### config.mk
export PLATFORM = sky130hd
export DESIGN_NAME = gray_switch_capture
export DESIGN_NICKNAME = d
export VERILOG_FILES = /design/src/rtl/gray_switch_capture.sv
export SDC_FILE = /design/constraint.sdc
export NUM_CORES = 1
export LEC_CHECK = 0
export CAP_MARGIN = 0
export CORE_ASPECT_RATIO = 0.75
export CORE_MARGIN = 2
export CORE_UTILIZATION = 30
export CTS_CLUSTER_SIZE = 40
export DETAILED_ROUTE_END_ITERATION = 10
export SLEW_MARGIN = 20
export SYNTH_ARGS = -nofsm -noshare
export SYNTH_HDL_FRONTEND = slang
export SYNTH_SLANG_ARGS = --single-unit
### constraint.sdc
create_clock -name clk -period 1.52 [get_ports clk]
set_input_delay 0.304 -clock clk [delete_from_list [all_inputs] [get_ports clk]]
set_output_delay 0.304 -clock clk [all_outputs]
set_load 0.02 [all_outputs]
### src/rtl/gray_switch_capture.sv
// Gray-coded DIP-switch front end: 2-flop synchronizer, whole-vector debounce,
// registered commit strobe plus a multi-bit-change (Gray violation) flag.
//
// state  | meaning
// IDLE   | candidate equals committed word, waiting for a change on sync2
// SETTLE | candidate differs or is being re-qualified, counting stable cycles
module gray_switch_capture #(
  parameter int WIDTH           = 4,
  parameter int DEBOUNCE_CYCLES = 16
) (
  input  logic             clk,
  input  logic             rst_n,
  input  logic [WIDTH-1:0] sw_i,
  output logic [WIDTH-1:0] gray_o,
  output logic             gray_valid_o,
  output logic             gray_err_o,
  output logic             gray_err_sticky_o
);

  if (DEBOUNCE_CYCLES < 1) begin : g_bad_debounce
    $error("gray_switch_capture: DEBOUNCE_CYCLES must be >= 1");
  end

  // A single-cycle debounce still needs one counter bit to keep widths legal.
  localparam int CNT_W = (DEBOUNCE_CYCLES > 1) ? $clog2(DEBOUNCE_CYCLES) : 1;
  localparam logic [CNT_W-1:0] CNT_TC = CNT_W'(DEBOUNCE_CYCLES - 1);

  typedef enum logic {IDLE, SETTLE} state_t;

  state_t           state_q, state_d;
  logic [WIDTH-1:0] sync1_q, sync1_d;
  logic [WIDTH-1:0] sync2_q, sync2_d;
  logic [WIDTH-1:0] cand_q, cand_d;
  logic [WIDTH-1:0] gray_q, gray_d;
  logic [CNT_W-1:0] cnt_q, cnt_d;
  logic             valid_q, valid_d;
  logic             err_q, err_d;
  logic             sticky_q, sticky_d;

  logic restart;
  logic cnt_tc;
  logic multi_bit;

  assign restart   = (sync2_q != cand_q);
  assign cnt_tc    = (cnt_q == CNT_TC);
  assign multi_bit = ($countones(cand_q ^ gray_q) > 1);

  always_ff @(posedge clk) begin
    if (!rst_n) begin
      state_q  <= IDLE;
      sync1_q  <= '0;
      sync2_q  <= '0;
      cand_q   <= '0;
      gray_q   <= '0;
      cnt_q    <= '0;
      valid_q  <= 1'b0;
      err_q    <= 1'b0;
      sticky_q <= 1'b0;
    end else begin
      state_q  <= state_d;
      sync1_q  <= sync1_d;
      sync2_q  <= sync2_d;
      cand_q   <= cand_d;
      gray_q   <= gray_d;
      cnt_q    <= cnt_d;
      valid_q  <= valid_d;
      err_q    <= err_d;
      sticky_q <= sticky_d;
    end
  end

  always_comb begin
    state_d = state_q;
    case (state_q)
      IDLE:    if (restart) state_d = SETTLE;
      SETTLE:  if (!restart && cnt_tc) state_d = IDLE;
      default: state_d = IDLE;
    endcase
  end

  always_comb begin
    sync1_d  = sw_i;
    sync2_d  = sync1_q;
    cand_d   = cand_q;
    gray_d   = gray_q;
    cnt_d    = cnt_q;
    valid_d  = 1'b0;
    err_d    = 1'b0;
    sticky_d = sticky_q;
    case (state_q)
      IDLE: begin
        if (restart) begin
          cand_d = sync2_q;
          cnt_d  = '0;
        end
      end
      SETTLE: begin
        if (restart) begin
          cand_d = sync2_q;
          cnt_d  = '0;
        end else if (cnt_tc) begin
          // A candidate equal to the committed word is a bounce back: drop silently.
          if (cand_q != gray_q) begin
            gray_d   = cand_q;
            valid_d  = 1'b1;
            err_d    = multi_bit;
            sticky_d = sticky_q | multi_bit;
          end
        end else begin
          cnt_d = cnt_q + CNT_W'(1);
        end
      end
      default: cnt_d = '0;
    endcase
  end

  assign gray_o            = gray_q;
  assign gray_valid_o      = valid_q;
  assign gray_err_o        = err_q;
  assign gray_err_sticky_o = sticky_q;

endmodule

Yosys cells after proc, flatten, opt, wreduce, memory -nomap -nowiden. Cells that the tools add are included.

Register bits after elaboration: 24. Output and inout bits: 7.

$add $sub $neg: 4. Magnitude comparators: 1. Equality and inequality tests: 5. Mux-type cells: 9. Bitwise gates (word level): 7. Reductions and logical operators: 6.

Operators with widths (number): 4-bit 2-to-1 mux (4); 4-bit != test (2); 4-bit case mux with 2 select lines (1); 1-bit inverter (5); 5-bit OR reduction (1); 1-bit by 1-bit adder with 2-bit output (2); 4-bit by 1-bit adder with 4-bit output, second input constant (1); 4-bit equality test, second input constant (1); 4-bit AND reduction (1); 4-bit OR reduction (1); 4-bit XOR (1); 2-bit by 2-bit adder with 3-bit output (1); 3-bit by 1-bit > comparator with 1-bit output, second input constant (1); 1-bit 2-to-1 mux (3); 3-bit != test, second input constant (1); 2-bit != test, second input constant (1); 1-bit case mux with 2 select lines (1); 2-bit AND reduction (1); 1-bit logical AND (1); 1-bit zero test (1); 1-bit OR (1).

Logic depth before layout (Yosys ltp). Gate-level depths: netlist of run 1.

Depth in word-level cells: 5. Gate-level depth with buffers: 7. Depth with buffers taken out: 6.

Worst setup path before layout of run 1. Ideal clock, no wire load.

Path type: reg2reg. From: reg gray_q[0], in the netlist gray_o[0]. To: reg sticky_q, in the netlist gray_err_sticky_o. Library setup time: 117 ps. Arrival time: 1626 ps. Slack: -223 ps. Stages on the path, launching flop included: 7. Buffers on the path: 0. Cells stage by stage: dfxtp_1 xnor2_1 inv_1 fa_1 nor2b_1 o21a_1 a22o_1.

Longest elaborated chain between the ends: 5. Elaborated cells between the ends (all ways): 7. Classes of those cells: 2 x add/sub; 1 x order compare; 1 x eq/ne; 2 x bitwise; 1 x reduce/logical.

Ends and longest elaborated chain: start, declared (RTL line 34) `logic [WIDTH-1:0] gray_q, gray_d;`; start signal, assigned (RTL line 64) `gray_q <= gray_d;`; 4-bit XOR (RTL line 46) `assign multi_bit = ($countones(cand_q ^ gray_q) > 1);`; 1-bit by 1-bit adder with 2-bit output (implied by the code) (RTL line 46); 2-bit by 2-bit adder with 3-bit output (implied by the code) (RTL line 46); 3-bit by 1-bit > comparator with 1-bit output (RTL line 46); 1-bit OR (RTL line 107) `sticky_d = sticky_q | multi_bit;`; end signal, assigned (RTL line 68) `sticky_q <= sticky_d;`; end, declared (RTL line 38) `logic sticky_q, sticky_d;`.

Several ways; a longest one is shown, not always the timed one. A chain may end at the register's enable or synchronous reset.

Worst setup path in the final report of run 1.
From: reg cand_q[0]. To: reg sticky_q, in the netlist gray_err_sticky_o.

Longest elaborated chain between the ends: 5. Elaborated cells between the ends (all ways): 9. Classes of those cells: 2 x add/sub; 1 x order compare; 2 x eq/ne; 3 x bitwise; 1 x reduce/logical.

Ends and longest elaborated chain: start, declared (RTL line 33) `logic [WIDTH-1:0] cand_q, cand_d;`; start signal, assigned (RTL line 63) `cand_q <= cand_d;`; 4-bit XOR (RTL line 46); 1-bit by 1-bit adder with 2-bit output (implied by the code) (RTL line 46); 2-bit by 2-bit adder with 3-bit output (implied by the code) (RTL line 46); 3-bit by 1-bit > comparator with 1-bit output (RTL line 46); 1-bit OR (RTL line 107).

Several ways; a longest one is shown, not always the timed one.

==> results.yml, run 1 <==
routing:
  viasPerCell: 4.329
  wl_per_cell_um: 9.758
  drtIter0Drc: 12
  first_pass_iters: 3
  vias: 645
  antenna_left: 0
  drc_errors: 0
  wl_mm: 1.454
clock_network:
  cts_root_buf: "clkbuf_8"
  clock_latency_ns: 0.26
  cts_max_path_buffers: 2
  clock_sinks: 24
  htree_levels: 1
  cts_tree: "done"
  cts_buffers: 3
  clk_pin_slew_ns: 0.08
  hold_buffers: 0
synthesis:
  synthCells: 89
  syn_avg_cell_area_um2: 10.40
  synth_cell_types: 25
  ys_ff_latch: 24
  ys_seq_area_frac: 0.5189
  synthesis.area_um2: 925.9
  yosysTopAreaCell: "dfxtp_1"
  ys_dominant_reg_cell: "dfxtp_1"
  synth_edf_count: 0
  yosys_warnings: 0
  synth.area.top_cells: "dfxtp_1 (52%), and2_1 (9.5%), xor2_1 (6.6%)"
  yosys.cell_count.top_type: "dfxtp_1"
  syn-num-nets: 98
  synth_common_cells: "dfxtp_1 (24), and2_1 (14), nand2_1 (12), xor2_1 (7), mux2i_1 (4)"
  synthArstFlopShare: 0
  synth_top_area_frac: 0.5189
sta:
  post-route-period-util: 1.048
  fin_crit_ns: 1.594
  worst_pin_slew_ns: 0.2651
  timing.slew.headroom: 0.8218
  rsz0062_at_grt: "true"
  fin_skew_ns: 0.002109
  hold_viol: 0
  timing.final.ws_setup_ns: -0.07359
  fmax_mhz: 627.5
  report.final.slew_viol_count: 0
  setup_violations: 2
global_routing:
  grt_overflow: 0
  antenna_found_initial: 0
  grt_pass1_wl_mm: 2.546
  grt_pass1_vias: 640
  track_usage: 0.09744
  grt_max_degree: 22
layout:
  fin_area_mm2: 0.001290
  nNetsFinal: 121
  fillers: 286
  diodes: 0
  layout-drive-gt1-share: 0.2342
  area_growth_pct: 39.32
placed_design:
  place_congestion: 0.6985
  placed_area_mm2: 0.001192
  portBuffers: 12
  hpwl_mm: 1.147
status:
  status: "finished, violations left"
  violations: "setup timing"
min_path:
  hp-class: "flop to flop"
die:
  die_w_um: 68.15
  placementRows: 17
  core-area_mm2: 0.002935
  boundaryPins: 13
  die-area_mm2: 0.003551
  die_h_um: 52.11
  start_util: 0.3154
critical_path:
  cp.required_ns: 1.68
  crit_type: "flop to flop"
  critPathLaunchType: "flop"
  end_kind: "flop"
  regToRegSetupSlack_ns: -0.07
  path_max_fanout: 3
  arrival_ns: 1.75
run:
  drv_cap: 0
power:
  ir_drop_mv: 0.5957
  leakagePower_nw: 0.5817
  p_total_w: 0.001211
  p_per_area_mw_per_mm2: 938.7
-- flip-flops by register name, indices dropped and copies added (netlist names) --
register and count:
gray_valid_o 1, gray_err_sticky_o 1, state_q 1, sync1_q 4
sync2_q 4, gray_o 4, cnt_q 4, gray_err_o 1
cand_q 4
-- worst paths after layout --
path / start / end / cells after the start
hold / removal: sync1_q[2] / sync2_q[2] / 1
hold reg to reg: sync1_q[2] / sync2_q[2] / 1
setup / recovery: cand_q[0] / gray_err_sticky_o / 6
setup reg to reg: cand_q[0] / gray_err_sticky_o / 6
-- worst max-delay path: stages, from the launching register on --
cell and delay (ns):
dfxtp_4 0.37, xnor2_2 0.17, inv_1 0.07, fa_1 0.41
nor2b_1 0.13, o21a_1 0.17, a22o_1 0.17
-- what timing repair did --
action                                  4_1_cts  5_1_grt
setup buffers                                 0        1
gates resized for setup                       6        8
pin swaps                                     3        2
endpoints found under the setup margin        7        8
-- cell usage in the layout (no fill, tap or decap), drive strengths merged --
cell type       n
a211oi          1
a21boi          1
a21oi           2
a22o            1
and2           14
and4            1
and4b           1
buf             9
clkbuf          4
clkdlybuf4s50   6
dfxtp          24
dlygate4sd2     5
dlymetal6s2s    1
fa              1
ha              2
inv             3
mux2i           4
nand2          12
nand3           2
nand4           1
nor2            1
nor2b           1
nor3            2
nor4            1
o211a           1
o21a            1
xnor2           2
xor2            7
-- area by class of cell --
cell class,count,area [µm²],share of cell area
Sequential cell,24,500.5,0.3880
Tap cell,38,47.55,0.03686
Multi-Input combinational cell,59,460.4,0.3569
Timing Repair Buffer,21,203.9,0.1581
Clock buffer,4,66.31,0.05141
Inverter,3,11.26,0.008729
-- routing by layer --
metal / GRT usage / up-vias / wire length, µm
met3: 0.03896 / 2 / 64
met5: 0 / - / 0
li1: - / 335 / -
met4: 0.02000 / 0 / 9
met2: 0.1877 / 10 / 774
met1: 0.09733 / 298 / 606
-- report_power, final --
part	internal, W	switching [W]	leakage [nW]
registers	0.000639	0.0000129	0.200
logic	0.0000445	0.0000338	0.348
clock network	0.000286	0.000195	0.0339
total	0.000969	0.000242	0.582
-- kinds of logic (layout without fill, tap and decap cells) --
family,Yosys count,count (layout),synth area share
simple gates,36,36,0.2162
flops,24,24,0.5189
xor+xnor,9,9,0.08514
compound gates,7,7,0.05542
buf+inv,6,28,0.03243
mux,4,4,0.04324
fa+ha+maj,3,3,0.04865
-- metrics by stage --
step	util	hold slack (ns)	std cells	setup TNS, ns	setup slack [ns]
after floorplan	-	0.4119	89	-0.04077	-0.04077
after CTS	0.4275	0.4398	149	-0.1022	-0.06358
after global routing	0.4395	0.4571	149	-0.5034	-0.1550
final	0.4395	0.4378	149	-0.1204	-0.07359
after global placement	0.4062	0.4163	145	-0.05095	-0.04080
after detailed placement	0.4062	0.4186	145	-0.1175	-0.08041
Note: power is estimated with default switching activity, not from simulation.
==> run 2: changes to the inputs <==
- SLEW_MARGIN: 20 -> default
==> results of run 2 <==
Same layout as run 1: the final DEF is identical, and so are final timing and power.
==> run 3: changes to the inputs <==
- CORE_ASPECT_RATIO: 0.75 -> default
- clock period: 1.52 -> 1.85 ns (I/O delays scaled with it)
==> run 3 against run 2 <==
  * Combinational power fell by 31%
  * Highest routed layer unchanged
  * Clock power fell by 23%
  * The flow now finishes without violations
  * Register-to-register slack improved by 0.22 ns
  * Global-route usage decreased by 0.18 points
==> results.yml, run 3 (same netlist as run 1, synthesis figures left out) <==
clock_network:
  cts_tree: "done"
  postCtsSetupRepairBufs: 0
  clk_pin_slew_ns: 0.13
  clock_sinks: 24
  cts_root_buf: "clkbuf_4"
  clock_latency_ns: 0.31
  hold_buffers: 0
  cts_buffers: 3
  htree_levels: 1
  cts_max_path_buffers: 2
  cts-resized-gates: 0
placed_design:
  placed_area_mm2: 0.001084
  place_congestion: 0.7259
  portBuffers: 12
  hpwl_mm: 1.084
routing:
  wl_mm: 1.376
  drc_errors: 0
  antenna_left: 0
  drtIter0Drc: 29
  vias: 627
  viasPerCell: 4.577
  first_pass_iters: 3
  wl_per_cell_um: 10.04
run:
  drv_cap: 0
critical_path:
  critPathLaunchType: "flop"
  end_kind: "flop"
  arrival_ns: 1.92
  cp.required_ns: 2.07
  crit_type: "flop to flop"
  path_max_fanout: 3
sta:
  post-route-period-util: 0.9212
  worst_pin_slew_ns: 0.2956
  fin_skew_ns: 0.004024
  fin_crit_ns: 1.704
  fmax_mhz: 586.8
  rsz0062_at_grt: "false"
  finalSetupTns_ns: 0
  hold_viol: 0
  timing.slew.headroom: 0.8013
  report.final.slew_viol_count: 0
  setup_violations: 0
min_path:
  hp-class: "flop to flop"
layout:
  area_growth_pct: 22.70
  fin_area_mm2: 0.001136
  layout-drive-gt1-share: 0.06731
  final_common_cell: "dfxtp_1"
  fillers: 326
  regArea_um2: 480.5
  final_cell_mix: "dfxtp_1 (24), and2_1 (14), nand2_1 (12), clkdlybuf4s50_1 (12), xor2_1 (7)"
  diodes: 0
  nNetsFinal: 114
  multi_input_area_um2: 415.4
global_routing:
  grt_pass1_vias: 625
  grt_overflow: 0
  antenna_found_initial: 0
  grt_pass1_wl_mm: 2.553
  grt_max_degree: 15
  track_usage: 0.09562
status:
  status: "finished, final reports clean"
die:
  die_w_um: 59.56
  start_util: 0.3083
  core-area_mm2: 0.003003
  die_h_um: 59.56
  placementRows: 20
  die-area_mm2: 0.003547
  boundaryPins: 13
power:
  p_total_w: 0.0009648
  leakagePower_nw: 0.4818
  ir_drop_mv: 0.4596
  p_per_area_mw_per_mm2: 849.2
run 3: critical path, cell delays in order, from the launching register on:
cell	delay (ns)
dfxtp_1	0.36
xnor2_1	0.21
inv_1	0.09
fa_1	0.46
nor2b_1	0.13
o21a_1	0.18
a22o_1	0.19
run 3: layout make-up:
cell class / instances / share of cell area
Sequential cell: 24 / 0.4229
Multi-Input combinational cell: 59 / 0.3656
Timing Repair Buffer: 14 / 0.1189
Tap cell: 33 / 0.03634
Clock inverter: 1 / 0.02643
Clock buffer: 3 / 0.01982
Inverter: 3 / 0.009912
run 3: worst paths after layout:
check                           depth (start not counted)       start                 to  slack (ns)
worst max-delay path                                    6   gray_o[0]  gray_err_sticky_o        0.15
worst min-delay path                                    1  sync1_q[0]         sync2_q[0]        0.45
worst max register to register                          6   gray_o[0]  gray_err_sticky_o        0.15
worst min register to register                          1  sync1_q[0]         sync2_q[0]        0.45
run 3: power by group:
group	total, W	internal (W)	leakage (nW)	switching [W]
sequential	0.000542	0.000532	0.196	0.0000102
clock	0.000369	0.000219	0.0279	0.000150
combinational	0.0000539	0.0000291	0.258	0.0000248
run 3: per-layer routing:
layer  vias to the layer above  GRT usage  share of wire  wire length, µm
met5                         -          0              0                0
met4                         0    0.02857          0.012               17
met3                         4    0.04367          0.065               90
met2                        12     0.1648           0.47              643
met1                       292     0.1048           0.45              624
li1                        319          -              -                -
run 3: per-stage QoR:
step	cells	util	hold slack, ns	setup slack, ns
2_1_floorplan	89	-	0.4119	0.1070
3_3_place_gp	133	0.3608	0.4146	0.1875
3_5_place_dp	133	0.3608	0.4195	0.1317
4_1_cts	137	0.3783	0.4514	0.1239
5_1_grt	137	0.3783	0.4703	0.02303
6_report	137	0.3783	0.4476	0.1458
